File: src/rtl/seg_pkg.sv
// Shared constants and types for the seven-segment scan driver.
// Segment bytes are ordered a..g, dp from bit 7 down to bit 0, active-high.
package seg_pkg;

  localparam int unsigned NUM_DIGITS = 8;
  localparam int unsigned CODE_W     = 4;
  localparam int unsigned SEG_W      = 8;

  localparam int unsigned SEG_A  = 7;
  localparam int unsigned SEG_B  = 6;
  localparam int unsigned SEG_C  = 5;
  localparam int unsigned SEG_D  = 4;
  localparam int unsigned SEG_E  = 3;
  localparam int unsigned SEG_F  = 2;
  localparam int unsigned SEG_G  = 1;
  localparam int unsigned SEG_DP = 0;

  localparam logic [SEG_W-1:0] GLYPH_0    = 8'hFC;
  localparam logic [SEG_W-1:0] GLYPH_1    = 8'h60;
  localparam logic [SEG_W-1:0] GLYPH_2    = 8'hDA;
  localparam logic [SEG_W-1:0] GLYPH_3    = 8'hF2;
  localparam logic [SEG_W-1:0] GLYPH_4    = 8'h66;
  localparam logic [SEG_W-1:0] GLYPH_5    = 8'hB6;
  localparam logic [SEG_W-1:0] GLYPH_6    = 8'hBE;
  localparam logic [SEG_W-1:0] GLYPH_7    = 8'hE0;
  localparam logic [SEG_W-1:0] GLYPH_8    = 8'hFE;
  localparam logic [SEG_W-1:0] GLYPH_9    = 8'hE6;
  localparam logic [SEG_W-1:0] GLYPH_DASH = 8'h02;
  localparam logic [SEG_W-1:0] SEG_BLANK  = 8'h00;

  // One frame's worth of digit data, as captured at a frame boundary.
  typedef struct packed {
    logic [NUM_DIGITS*CODE_W-1:0] codes;
    logic [NUM_DIGITS-1:0]        on;
    logic [NUM_DIGITS-1:0]        dp;
    logic [NUM_DIGITS-1:0]        blink;
  } digit_frame_t;

  // Replace the glyph's dp position with the digit's own decimal point.
  function automatic logic [SEG_W-1:0] with_dp(input logic [SEG_W-1:0] glyph, input logic dp);
    return {glyph[SEG_A:SEG_G], dp};
  endfunction

endpackage

File: src/rtl/seg_glyph_rom.sv
// Combinational digit-code to segment-glyph lookup; codes 10-15 show a dash.
module seg_glyph_rom
  import seg_pkg::*;
(
  input  logic [CODE_W-1:0] code,
  output logic [SEG_W-1:0]  glyph_c
);

  always_comb begin
    glyph_c = GLYPH_DASH;
    case (code)
      4'd0:    glyph_c = GLYPH_0;
      4'd1:    glyph_c = GLYPH_1;
      4'd2:    glyph_c = GLYPH_2;
      4'd3:    glyph_c = GLYPH_3;
      4'd4:    glyph_c = GLYPH_4;
      4'd5:    glyph_c = GLYPH_5;
      4'd6:    glyph_c = GLYPH_6;
      4'd7:    glyph_c = GLYPH_7;
      4'd8:    glyph_c = GLYPH_8;
      4'd9:    glyph_c = GLYPH_9;
      default: glyph_c = GLYPH_DASH;
    endcase
  end

endmodule

File: src/rtl/seg_scan_driver.sv
// Scans eight digits onto two 4-digit seven-segment groups with shared digit
// enables; input data is latched once per frame and blinked per digit.
module seg_scan_driver
  import seg_pkg::*;
#(
  parameter int unsigned CLK_HZ       = 100_000_000,
  parameter int unsigned SCAN_HZ      = 1000,
  parameter int unsigned BLINK_FRAMES = 125
) (
  input  logic                         clk,
  input  logic                         rst_n,
  input  logic [NUM_DIGITS*CODE_W-1:0] digit_codes,
  input  logic [NUM_DIGITS-1:0]        digit_on,
  input  logic [NUM_DIGITS-1:0]        dp_on,
  input  logic [NUM_DIGITS-1:0]        blink_mask,
  output logic [NUM_DIGITS-1:0]        an,
  output logic [SEG_W-1:0]             seg_right,
  output logic [SEG_W-1:0]             seg_left,
  output logic                         frame_start
);

  localparam int unsigned DIV   = CLK_HZ / SCAN_HZ;
  localparam int unsigned CNT_W = (DIV > 1) ? $clog2(DIV) : 1;
  localparam int unsigned FRM_W = (BLINK_FRAMES > 1) ? $clog2(BLINK_FRAMES) : 1;

  if (DIV < 2) begin : g_bad_div
    $error("seg_scan_driver: CLK_HZ/SCAN_HZ must be at least 2");
  end
  if (BLINK_FRAMES < 1) begin : g_bad_blink
    $error("seg_scan_driver: BLINK_FRAMES must be at least 1");
  end

  logic [CNT_W-1:0] pre_cnt;
  logic [1:0]       idx;
  logic [FRM_W-1:0] frm_cnt;
  logic             blink_phase;
  digit_frame_t     shadow;

  logic tick_c;
  logic boundary_c;
  logic wrap_c;

  assign tick_c     = (pre_cnt == CNT_W'(DIV - 1));
  assign boundary_c = tick_c && (idx == 2'd3);
  assign wrap_c     = (frm_cnt == FRM_W'(BLINK_FRAMES - 1));

  // Prescaler and scan index.
  always_ff @(posedge clk or negedge rst_n) begin
    if (!rst_n) begin
      pre_cnt <= '0;
      idx     <= '0;
    end else if (tick_c) begin
      pre_cnt <= '0;
      idx     <= idx + 2'd1;
    end else begin
      pre_cnt <= pre_cnt + CNT_W'(1);
    end
  end

  // Frame boundary: reload shadows, advance blink timing, flag the new frame.
  always_ff @(posedge clk or negedge rst_n) begin
    if (!rst_n) begin
      shadow      <= '0;
      frm_cnt     <= '0;
      blink_phase <= 1'b0;
      frame_start <= 1'b0;
    end else begin
      frame_start <= boundary_c;
      if (boundary_c) begin
        shadow <= '{codes: digit_codes, on: digit_on, dp: dp_on, blink: blink_mask};
        if (wrap_c) begin
          frm_cnt     <= '0;
          blink_phase <= ~blink_phase;
        end else begin
          frm_cnt <= frm_cnt + FRM_W'(1);
        end
      end
    end
  end

  logic [2:0]          dig_r_c;
  logic [2:0]          dig_l_c;
  logic [CODE_W-1:0]   code_r_c;
  logic [CODE_W-1:0]   code_l_c;
  logic [SEG_W-1:0]    glyph_r_c;
  logic [SEG_W-1:0]    glyph_l_c;
  logic                blank_r_c;
  logic                blank_l_c;
  logic [NUM_DIGITS-1:0] an_nxt_c;
  logic [SEG_W-1:0]    seg_r_nxt_c;
  logic [SEG_W-1:0]    seg_l_nxt_c;

  assign dig_r_c  = {1'b0, idx};
  assign dig_l_c  = {1'b1, idx};
  assign code_r_c = shadow.codes[{dig_r_c, 2'b00} +: CODE_W];
  assign code_l_c = shadow.codes[{dig_l_c, 2'b00} +: CODE_W];

  seg_glyph_rom u_rom_right (.code(code_r_c), .glyph_c(glyph_r_c));
  seg_glyph_rom u_rom_left  (.code(code_l_c), .glyph_c(glyph_l_c));

  // Blinking digits lose their dp as well as their segments.
  always_comb begin
    blank_r_c   = !shadow.on[dig_r_c] || (shadow.blink[dig_r_c] && blink_phase);
    blank_l_c   = !shadow.on[dig_l_c] || (shadow.blink[dig_l_c] && blink_phase);
    seg_r_nxt_c = blank_r_c ? SEG_BLANK : with_dp(glyph_r_c, shadow.dp[dig_r_c]);
    seg_l_nxt_c = blank_l_c ? SEG_BLANK : with_dp(glyph_l_c, shadow.dp[dig_l_c]);
    an_nxt_c          = '0;
    an_nxt_c[dig_r_c] = 1'b1;
    an_nxt_c[dig_l_c] = 1'b1;
  end

  always_ff @(posedge clk or negedge rst_n) begin
    if (!rst_n) begin
      an        <= '0;
      seg_right <= '0;
      seg_left  <= '0;
    end else begin
      an        <= an_nxt_c;
      seg_right <= seg_r_nxt_c;
      seg_left  <= seg_l_nxt_c;
    end
  end

endmodule

File: config.mk
export PLATFORM = sky130hd
export DESIGN_NAME = seg_scan_driver
export DESIGN_NICKNAME = d
export VERILOG_FILES = /design/src/rtl/seg_pkg.sv /design/src/rtl/seg_glyph_rom.sv /design/src/rtl/seg_scan_driver.sv
export SDC_FILE = /design/constraint.sdc
export NUM_CORES = 1
export LEC_CHECK = 0
export ABC_AREA = 1
export ABC_CLOCK_PERIOD_IN_PS = 1800
export BUFFER_PORTS_ARGS = -buffer_cell sky130_fd_sc_hd__buf_2
export CORE_MARGIN = 3
export CORE_UTILIZATION = 30
export DETAILED_ROUTE_END_ITERATION = 12
export PLACE_DENSITY_LB_ADDON = 0.15
export REMOVE_ABC_BUFFERS = 1
export SYNTH_ARGS = -nofsm -noshare
export SYNTH_HDL_FRONTEND = slang
export SYNTH_SLANG_ARGS = --single-unit
File: constraint.sdc
create_clock -name clk -period 1.8 [get_ports clk]
set_input_delay 0.09 -clock clk [delete_from_list [all_inputs] [get_ports clk]]
set_output_delay 0.09 -clock clk [all_outputs]
set_load 0.02 [all_outputs]
=== Word level (Yosys, flattened, before mapping) ===
Memories as Yosys holds them, arrays and structs flattened.
Cells that the tools add are included.

* Flip-flop bits (word level): 108
* Latch bits: 0
* Memory bits (writable): 0
* ROM bits: 224
* Bits of input ports: 58
* Output and inout port bits: 25
* Word-level logic and storage cells: 58
* Memories: 2

{| class="wikitable"
|+ Memories
! name !! words !! width !! rd ports !! clocked after Yosys merged registers in !! write ports !! RTL line !! RTL
|-
| (no name shown) || 16 || 7 || 1 || 0 || 0 || seg_glyph_rom.sv:11 || <nowiki>case (code)</nowiki>
|-
| (no name shown) || 16 || 7 || 1 || 0 || 0 || seg_glyph_rom.sv:11 ||
|}

* $add $sub $neg: 3
* Multiply operators: 0
* Divide/modulo/power cells: 0
* Order comparisons: 4
* Equality and inequality tests: 3
* Shift operators: 2
* Multiplexer cells: 20
* Bitwise gates (word level): 2
* Reduce and logical (&&, ||, !) cells: 10

{| class="wikitable"
|+ Operators with widths
! operator !! number
|-
| indexed part select 32 x 5 -> 4 bit || 1
|-
| indexed part select 32 x 6 -> 4 bit || 1
|-
| adder 17 x 1 -> 17 bit (second input constant) || 1
|-
| equality test 17 bit (second input constant) || 1
|-
| two-way mux 17 bit || 1
|-
| two-way mux 8 bit || 2
|-
| binary-select mux 1 bit (select 2 bit) || 6
|-
| two-way mux 1 bit || 8
|-
| bitwise OR 4 x 8 -> 8 bit || 1
|-
| adder 7 x 1 -> 7 bit (second input constant) || 1
|-
| equality test 7 bit (second input constant) || 1
|-
| two-way mux 7 bit || 1
|-
| logical AND 1 bit || 5
|-
| demux 1 bit (select 2 bit) || 2
|-
| less-than comparator 2 x 4 -> 1 bit (second input constant) || 1
|-
| less-than comparator 3 x 4 -> 1 bit (second input constant) || 1
|-
| greater-or-equal comparator 3 x 1 -> 1 bit (second input constant) || 1
|-
| adder 2 x 1 -> 2 bit (second input constant) || 1
|-
| equality test 2 bit (second input constant) || 1
|-
| greater-or-equal comparator 2 x 1 -> 1 bit (second input constant) || 1
|-
| logical NOT 1 bit || 2
|-
| logical OR 1 bit || 2
|-
| AND reduction 2 bit || 1
|-
| inverter 1 bit || 1
|}

=== Longest topological paths before layout ===
Gate-level depths: netlist of the first run.

* Depth after elaboration: 5
* Gate-level depth with buffers: 13
* Gate-level depth less buffers: 11

=== Cells and area by module ===
From an unflattened synthesis of the first run, not the netlist that was laid out.

* Cell total of the unflattened synthesis: 680
* Area, all modules: 5190.0 µm²

{| class="wikitable"
|+ By module, submodules not included
! module !! instances !! cells an instance !! area each (µm²) !! sequential area each (µm²)
|-
| seg_scan_driver || 1 || 602 || 4763.3 || 2602.5
|-
| seg_glyph_rom (u_rom_right) || 1 || 39 || 215.2 || 0.0
|-
| seg_glyph_rom (u_rom_left) || 1 || 39 || 211.5 || 0.0
|}

=== Worst setup path after synthesis of the first run ===
No wires, ideal clock.

* Path kind: register to register
* Start: reg idx[1]
* End: reg seg_left[4]
* Setup time: 0.115 ns
* Data arrival time: 1.816 ns
* Data required time: 1.685 ns
* Path slack: -0.131 ns
* Stages on the path, launching flop included: 11
* Buffers on the path: 1
* Clock period less this slack: 1.931 ns
* Cells stage by stage: dfrtp_1 > inv_1 > buf_1 > a21oi_1 > a32oi_1 > inv_1 > ha_1 > inv_1 > nor2_1 > nor2_1 > nor2_1

* Cells in the longest elaborated chain, start to end: 5
* Elaborated cells on any way between the ends: 10
* Classes of those cells: shift (1); mux (5); reduce/logical (3); memory (1)

{| class="wikitable"
|+ RTL lines
! what !! RTL line !! RTL
|-
| start: declaration || seg_scan_driver.sv:34 || <nowiki>logic [1:0] idx;</nowiki>
|-
| start signal: assignment || seg_scan_driver.sv:54 || <nowiki>idx <= idx + 2'd1;</nowiki>
|-
| branches (longest 4 deep; another with memory (16 x 7 bit)) || -- ||
|-
| two-way mux 8 bit (*) || seg_scan_driver.sv:106 || <nowiki>seg_l_nxt_c = blank_l_c ? SEG_BLANK : with_dp(glyph_l_c, shadow.dp[dig_l_c]);</nowiki>
|-
| named net seg_l_nxt_c[4] || seg_scan_driver.sv:91 || <nowiki>logic [SEG_W-1:0] seg_l_nxt_c;</nowiki>
|-
| end signal: assignment || seg_scan_driver.sv:120 || <nowiki>seg_left <= seg_l_nxt_c;</nowiki>
|-
| end: declaration || seg_scan_driver.sv:18 || <nowiki>output logic [SEG_W-1:0] seg_left,</nowiki>
|}

Mark *: on every way through the listed nets, which the timed path passes. The select of a mux whose other input is x is not followed.
A chain may end at the register's enable or synchronous reset.

=== Worst setup path in the final report of the first run ===
* Start: reg pre_cnt[0]
* End: reg shadow[42] (netlist name)

* Cells in the longest elaborated chain, start to end: 2

{| class="wikitable"
|+ RTL lines
! what !! RTL line !! RTL
|-
| start: declaration || seg_scan_driver.sv:33 || <nowiki>logic [CNT_W-1:0] pre_cnt;</nowiki>
|-
| start signal: assignment || seg_scan_driver.sv:56 || <nowiki>pre_cnt <= pre_cnt + CNT_W'(1);</nowiki>
|-
| equality test 17 bit || seg_scan_driver.sv:43 || <nowiki>assign tick_c = (pre_cnt == CNT_W'(DIV - 1));</nowiki>
|-
| logical AND 1 bit || seg_scan_driver.sv:44 || <nowiki>assign boundary_c = tick_c && (idx == 2'd3);</nowiki>
|-
| end signal: assignment || seg_scan_driver.sv:70 || <nowiki>shadow <= '{codes: digit_codes, on: digit_on, dp: dp_on, blink: blink_mask};</nowiki>
|-
| end: declaration || seg_scan_driver.sv:37 || <nowiki>digit_frame_t shadow;</nowiki>
|}

Every way passes these cells.

==> results.ini, run 1 <==
[outcome]
outcome=finished clean

[routing]
firstDrtPassIters=4
vias=4546
m1WireLength_mm=6.90
wl_mm=14.5
drc=0
drtIter0Drc=200
wl_met2_mm=6.75
ant_nets=0
met3_length_um=637
top_layer=met4
avgRoutedWirePerCell_um=14.1
avgViaCountPerCell=4.40

[grt]
grt-ovfl-total=0
antenna_found_initial=0
grt_usage_pct=13.7
grt_pass1_vias=4438
grt_max_degree=64
grt_pass1_wl_mm=21.7

[floorplan]
die_x_um=138
dieHeight_um=138
dieArea_sq_um=19100
start_util_pct=31.1
coreArea_sq_um=16800
fp-row-count=47
io_pins=83

[yosys]
synth_top_area_share_pct=49.7
synthMuxAreaShare_pct=0
synth_top_area_cell=dfrtp_1
ys_ff_latch=104
yosys.area_share.simple_pct=35.2
avgSynthCellArea_sq_um=8.06
ys_types=26
synthCells=650
synth_compound_area_share_pct=2.29
synth_fa_ha_area_share_pct=4.54
syn-cell-area_sq_um=5240
seq_area_frac_synth_pct=49.7
synth_xor_area_share_pct=1.51
synth_top_family_by_area=simple AND/OR/NAND/NOR gates
synth_area_leaders=dfrtp_1, nand2_1, nand2_2
yosysWarnings=0

[finish]
nFillCells=1703
fin_util_pct=42.6
drive_above_1_share_pct=24.8
final_nets=887
diodes=0
multi_input_comb_area_sq_um=2350
regArea_sq_um=2600
area_growth_pct=36.8

[critical_path]
crit_type=reg -> reg
end_kind=flop
critPathArrivalTime_ns=2.02
cp.required_ns=2.04
critPathMaxFanout=8
worstSetupStartpointType=flop

[pwr]
seq_power_share_pct=51.4
switching_share_pct=21.1
p_clk_share_pct=43.6
ir_drop_mv=0.446
power.internal_w=0.00358
power.total_w=0.00454
power_frac_comb_pct=5.0
leakage_nw=3.62
powerDensity_nw_per_um2=634
switching_power_w=0.000961

[placement]
gp_congestion=0.837
hpwlAfterDp_mm=8.86
place_ws_ns=0.0627
io_buffers=82

[clock_tree]
cts_sinks=104
cts_tree=done
cts_made_buffers=9
clock_latency_ns=0.35
htree_levels=3
path_clk_slew_ns=0.07
clock_path_buffers=2
cts_root_buffer=clkbuf_16

[sta]
rsz0062_at_grt=yes
period_share_pct=98.7
report.final.slew_viol_count=0
finalClockSkew_ns=0.00977
slew_headroom_pct=66.3
finalHoldViolations=0
worst_slack_ns=0.0231
finalSetupTns_ns=0
fin_crit_ns=1.78
fin_hold_ws_ns=0.249
tightest_slew_ns=0.501
max_freq_mhz=563
setup_viol=0

[min_path]
hp-class=in -> async

[flow_run]
drv_cap=0

-- layer usage --
layer  up-vias  track usage [%]
met5         -                0
met3        14             2.24
met1      2109             18.3
li1       2320                -
met4         0             5.25
met2       103             22.6
-- cells by family after synthesis --
kind of cell / Yosys count
compound gates: 22
xor+xnor: 9
fa+ha+maj: 19
buf+inv: 70
flops: 104
simple gates: 426
-- metrics by stage --
| step | std cells | instance area, sq um |
|---|---|---|
| after global placement | 948 | 5970 |
| after detailed placement | 948 | 5970 |
| final | 1034 | 7160 |
| after floorplan | 626 | 5050 |
| after CTS | 1020 | 6840 |
| after global routing | 1034 | 7160 |
-- timing repair --
action                                  CTS  global route
endpoints found under the hold margin    86             0
setup buffers                             0             3
endpoints found under the setup margin    0            57
hold buffers                             57             0
resized for setup                         0            23
-- Yosys cell counts --
master,number
nand2_1,248
dfrtp_1,104
nor2_1,67
nand2_2,52
inv_1,43
nand3_1,38
ha_1,19
a21oi_1,12
buf_2,10
nor3_1,10
xor2_1,8
o21ai_0,7
buf_8,5
nand4_1,5
buf_4,4
clkbuf_1,3
inv_2,3
a32oi_1,2
nand3b_1,2
nor2_4,2
buf_1,1
buf_6,1
nor2_2,1
nor2_8,1
o21bai_1,1
xnor2_1,1
-- cells in the final DEF (no fill, tap or decap), types with 3 or more instances in the layout --
| cell type | n |
|---|---|
| a21oi_1 | 12 |
| buf_12 | 6 |
| buf_2 | 81 |
| buf_4 | 16 |
| buf_6 | 5 |
| clkbuf_16 | 16 |
| dfrtp_1 | 103 |
| dlygate4sd3_1 | 57 |
| ha_1 | 17 |
| inv_1 | 42 |
| inv_2 | 3 |
| nand2_1 | 243 |
| nand2_2 | 53 |
| nand2_4 | 4 |
| nand3_1 | 37 |
| nand4_1 | 5 |
| nor2_1 | 67 |
| nor2_4 | 3 |
| nor3_1 | 9 |
| o21ai_0 | 7 |
| xor2_1 | 8 |
-- worst paths after layout --
path	start	endpoint	slack, ns	depth (start not counted)
setup reg to reg	pre_cnt[0]	shadow[42]	0.02	10
hold reg to reg	shadow[23]	shadow[23]	0.48	2
hold / removal	rst_n	shadow[1]	0.25	2
setup / recovery	pre_cnt[0]	shadow[42]	0.02	10
max in group asynchronous	rst_n	an[3]	0.96	3
min in group clk	dp_on[0]	shadow[8]	0.47	4
-- power by group through the flow --
| stage | sequential [W] | combinational, W | clock [W] |
|---|---|---|---|
| 4_1_cts | 0.00233 | 0.000230 | 0.00206 |
| 6_report | 0.00234 | 0.000226 | 0.00198 |
| 2_1_floorplan | 0.00238 | 0.0000000354 | 0 |
| 5_1_grt | 0.00233 | 0.000252 | 0.00215 |
| 3_5_place_dp | 0.00238 | 0.000134 | 0 |
| 3_3_place_gp | 0.00238 | 0.000133 | 0 |
-- state kept, by name (all words and copies together), names as in the netlist --
register and cells:
blink_phase 1, shadow 56, seg_right 8, frm_cnt 7
pre_cnt 17, an 4, seg_left 8, frame_start 1
idx 2
-- critical path: stages, from the launching register on --
cell,delay [ns]
dfrtp_1,0.37
ha_2,0.21
nand2_2,0.07
nor2_4,0.13
buf_4,0.15
nand3_1,0.12
nor2_4,0.14
nand2_4,0.15
clkbuf_16,0.21
nand2_1,0.07
nand2_1,0.05
-- area by class of cell --
class	instances	share of cell area, %
well taps	220	3.84
multi-input cells	476	32.8
clock inverters	4	0.768
flip-flops and latches	104	36.3
clock buffers	11	3.39
inverters	46	2.48
repair buffers	173	20.4
Power figures use the tool's default switching activity.
==> run 2: changes to the inputs <==
--- a/config.mk
+++ b/config.mk
@@ -9,7 +9,7 @@
 export ABC_CLOCK_PERIOD_IN_PS = 1800
 export BUFFER_PORTS_ARGS = -buffer_cell sky130_fd_sc_hd__buf_2
 export CORE_MARGIN = 3
-export CORE_UTILIZATION = 30
+export CORE_UTILIZATION = 51
 export DETAILED_ROUTE_END_ITERATION = 12
 export PLACE_DENSITY_LB_ADDON = 0.15
 export REMOVE_ABC_BUFFERS = 1
==> results.ini, run 2 (synthesized netlist as in run 1, its figures left out) <==
[sta]
worst_slack_ns=0.0371
finalHoldViolations=0
setup_viol=0
tightest_slew_ns=0.515
slew_headroom_pct=65.7
fin_hold_ws_ns=0.219
report.final.slew_viol_count=0
fin_crit_ns=1.76
finalClockSkew_ns=0.0104
rsz0062_at_grt=yes
max_freq_mhz=567
period_share_pct=97.9

[clock_tree]
cts_sinks=104
htree_levels=3
cts_root_buffer=clkbuf_8
cts_tree=done
clock_latency_ns=0.37
path_clk_slew_ns=0.09
cts_made_buffers=9
clock_path_buffers=2

[placement]
hpwlAfterDp_mm=8.31
dp_cells=864
gp_congestion=0.915
io_buffers=82
place_ws_ns=0.0173

[floorplan]
coreArea_sq_um=9860
dieArea_sq_um=11500
start_util_pct=53.1
io_pins=83
fp-row-count=36
die_x_um=107
dieHeight_um=107

[grt]
antenna_found_initial=0
use_met3_pct=3.54
grt_usage_pct=22.7
grt_max_degree=45
grt_pass1_wl_mm=20.8
grt-ovfl-total=0
gr-usage-met2_pct=39.0
busiest_layer=met2
grt_pass1_vias=4450
gr-usage-met1_pct=29.6

[routing]
drc=0
firstDrtPassIters=5
drtIter0Drc=207
avgViaCountPerCell=4.95
vias=4683
avgRoutedWirePerCell_um=13.9
ant_nets=0
wl_mm=13.1

[finish]
final_cell_mix=nand2_1, dfrtp_1, buf_2
drive_above_1_share_pct=25.5
diodes=0
finalNonFillerCells=946
final_nets=886
final_common_cell=nand2_1
top_register=shadow
largest_register_ffs=56
area_growth_pct=31.7
top_regs=shadow (56), pre_cnt (17)

[pwr]
ir_drop_mv=0.326
powerDensity_nw_per_um2=584
power.total_w=0.00403
leakage_nw=3.51

[critical_path]
end_kind=flop
cp.required_ns=2.11
crit_type=reg -> reg
worstSetupStartpointType=flop
critPathMaxFanout=8
critPathArrivalTime_ns=2.07

[flow_run]
drv_cap=0

[min_path]
hp-class=in -> async

[outcome]
outcome=finished clean

run 2: changes by cell type in the layout (fill, tap and decap cells not counted), moves of 2 or more:
cell,change
nand2_4,-2
nand2_1,-5
clkbuf_8,+9
clkinvlp_4,+2
nand2_2,+7
clkbuf_16,-11
buf_6,-2
clkinv_4,-2
buf_4,+3
run 2: area by class of cell:
| type | instances | area [sq um] |
|---|---|---|
| clock buffer | 10 | 138 |
| tap | 133 | 166 |
| inverter | 46 | 175 |
| clock inverter | 5 | 57.6 |
| timing repair buffer | 171 | 1390 |
| sequential | 104 | 2600 |
| multi-input combinational | 477 | 2360 |
| fill | 801 | 2970 |
run 2: worst max-delay path, stage by stage, from the launching register on:
cell       delay, ns
dfrtp_1         0.37
ha_2            0.19
nand2_2         0.07
nor2_4          0.10
nand3_2         0.09
nor2_4          0.15
nand2_4         0.10
nor2_8          0.30
clkbuf_16       0.22
nand2_2         0.04
nand2_1         0.06
run 2: path summary, 6_finish.rpt:
kind	from	end	slack, ns	cells after the start
max	pre_cnt[1]	shadow[46]	0.04	10
min	rst_n	pre_cnt[16]	0.22	2
max reg2reg	pre_cnt[1]	shadow[46]	0.04	10
min reg2reg	shadow[40]	shadow[40]	0.49	2
max in group asynchronous	rst_n	seg_left[1]	0.94	3
min in group clk	dp_on[3]	shadow[11]	0.44	4
run 2: per-layer routing:
layer / up-vias / part of all wire, %
met5: - / 0
met4: 0 / 1.7
met3: 21 / 4.2
met2: 118 / 51
met1: 2237 / 43
li1: 2307 / -
run 2: metrics by stage:
step	utilization [%]	area [sq um]	setup TNS, ns
finish	69.9	6890	0
CTS	67.3	6640	0
global placement	59.5	5870	0
global route	69.9	6890	-1.24
detailed placement	59.5	5870	0
floorplan	-	5050	-22.74
run 2: power breakdown:
part | total, W | internal [W] | switching (W) | leakage, nW
Sequential | 0.00233 | 0.00233 | 0 | 1.12
Combinational | 0.000228 | 0.000132 | 0.0000956 | 2.30
Clock | 0.00146 | 0.000671 | 0.000793 | 0.0904
run 2: timing repair:
item / 4_1_cts / 5_1_grt
gates resized for setup: 1 / 24
setup buffers: 0 / 2
endpoints found under the hold margin: 91 / 0
setup endpoints to repair: 1 / 33
hold buffers: 57 / 0
cloned: 0 / 8
pin swaps: 0 / 7
==> run 3: changes to the inputs <==
--- a/config.mk
+++ b/config.mk
@@ -6,11 +6,13 @@
 export NUM_CORES = 1
 export LEC_CHECK = 0
 export ABC_AREA = 1
-export ABC_CLOCK_PERIOD_IN_PS = 1800
+export ABC_CLOCK_PERIOD_IN_PS = 1400
 export BUFFER_PORTS_ARGS = -buffer_cell sky130_fd_sc_hd__buf_2
 export CORE_MARGIN = 3
 export CORE_UTILIZATION = 51
+export CTS_CLUSTER_DIAMETER = 60
 export DETAILED_ROUTE_END_ITERATION = 12
+export GPL_TIMING_DRIVEN = 0
 export PLACE_DENSITY_LB_ADDON = 0.15
 export REMOVE_ABC_BUFFERS = 1
 export SYNTH_ARGS = -nofsm -noshare
==> constraint.sdc (replaced) <==
create_clock -name clk -period 1.4 [get_ports clk]
set_input_delay 0.07 -clock clk [delete_from_list [all_inputs] [get_ports clk]]
set_output_delay 0.07 -clock clk [all_outputs]
set_load 0.02 [all_outputs]
==> results.ini, run 3 (synthesized netlist as in run 1, its figures left out) <==
[outcome]
outcome=finished with violations
violations=negative setup slack

[critical_path]
critPathTopFamily=flip-flops
cp.required_ns=1.72
cp.buffers_inverters=4
cp.depth=10
worstPathCellList=clkinvlp_4 > buf_6 > a21oi_4 > a32oi_2 > inv_2 > ha_4 > inv_2 > nor2_4 > nor2_1 > nor2_1
cp_slowest_cell=dfrtp_4
critPathArrivalTime_ns=2.22
r2r_setup_slack_ns=-0.50
slowest_delay_ns=0.51
timing.rr.start=idx[1]
timing.rr.end=seg_left[4]
cp-endpoint=seg_left[4]
critPathLaunch=idx[1]
critPathMaxFanout=5
worstRegToRegCells=10
crit_type=reg -> reg
worstSetupStartpointType=flop
end_kind=flop

[routing]
avgRoutedWirePerCell_um=19.2
avgViaCountPerCell=5.57
firstDrtPassIters=5
drtIter0Drc=538
drc=0
ant_nets=0
vias=5535
wl_mm=19.1

[finish]
diodes=0
largest_register_ffs=56
final_cell_mix=nand2_1, dfrtp_1, nand2_2
fin_util_pct=81.3
top_regs=shadow (56), pre_cnt (17)
final_nets=933
final_common_cell=nand2_1
top_register=shadow
drive_above_1_share_pct=42.3
area_growth_pct=53.1

[pwr]
ir_drop_mv=0.718
powerDensity_nw_per_um2=656
power.total_w=0.00526
leakage_nw=3.87

[grt]
grt_max_degree=54
grt_pass1_vias=5242
antenna_found_initial=0
grt-ovfl-total=0
grt_pass1_wl_mm=25.5
grt_usage_pct=28.9

[flow_run]
drv_cap=0

[sta]
worst_slack_ns=-0.505
setup_viol=94
max_freq_mhz=525
finalClockSkew_ns=0.0148
finalHoldViolations=0
fin_hold_ws_ns=0.265
tightest_slew_ns=0.703
rsz0062_at_grt=yes
fin_crit_ns=1.90
report.final.slew_viol_count=0
slew_headroom_pct=53.2
period_share_pct=136

[floorplan]
coreArea_sq_um=9860
fp-row-count=36
die_x_um=107
dieArea_sq_um=11500
dieHeight_um=107
io_pins=83
start_util_pct=53.1

[clock_tree]
clock_latency_ns=0.39
cts_tree=done
htree_levels=3
cts_sinks=104
path_clk_slew_ns=0.09
cts_made_buffers=9
cts_root_buffer=clkbuf_8
clock_path_buffers=2

[min_path]
hp-class=in -> async

[placement]
hpwlAfterDp_mm=7.23
io_buffers=82
gp_congestion=0.918

-- run 3: how the worst min path moves through the flow --
stage | startpoint | depth (start not counted) | end
final | rst_n | 2 | pre_cnt[11]
after global routing | rst_n | 2 | pre_cnt[11]
after CTS | rst_n | 2 | pre_cnt[11]
after detailed placement | rst_n | 1 | pre_cnt[11]
after global placement | blink_mask[0] | 3 | shadow[0]
after floorplan | rst_n | 0 | an[3]
-- run 3: where the power goes --
| group | internal, W | total (W) | switching [W] |
|---|---|---|---|
| logic | 0.000169 | 0.000296 | 0.000127 |
| registers | 0.00300 | 0.00300 | 0 |
| clock network | 0.000882 | 0.00196 | 0.00108 |
-- run 3: layout make-up --
cell class / count / area [sq um]
tap: 133 / 166
inverter: 46 / 198
fill: 518 / 1850
sequential: 104 / 2610
timing repair buffer: 208 / 1760
clock inverter: 5 / 63.8
multi-input combinational: 486 / 3070
clock buffer: 10 / 138
timing repair inverter: 1 / 11.3
-- run 3: timing repair --
| item | CTS | global route |
|---|---|---|
| resized for setup | 89 | 119 |
| setup buffers | 47 | 20 |
| pin swaps | 26 | 48 |
| hold buffers | 57 | 0 |
| endpoints found under the setup margin | 93 | 95 |
| gates cloned | 12 | 2 |
| hold endpoints to repair | 108 | 0 |
-- run 3: worst reg2reg max path, delay by kind of cell, from the launching register on --
| family | cells | cell delay, ns |
|---|---|---|
| flops | 1 | 0.51 |
| buf+inv | 4 | 0.50 |
| fa+ha+maj | 1 | 0.31 |
| compound gates | 2 | 0.26 |
| simple gates | 3 | 0.26 |
-- run 3: layer usage --
layer	share of wire, %	global-route usage, %
met1	33	34.4
met5	0	0
met3	9.4	5.40
met2	50	48.9
met4	7.4	16.4
-- run 3: stage by stage --
stage	setup WS, ns	cells	cell area (sq um)	TNS [ns]
floorplan	-0.750	626	5050	-54.33
global placement	-1.42	841	5630	-198.52
detailed placement	-1.48	842	5660	-112.53
CTS	-0.352	973	7420	-26.72
global route	-0.592	993	8020	-40.95
finish	-0.505	993	8020	-32.92
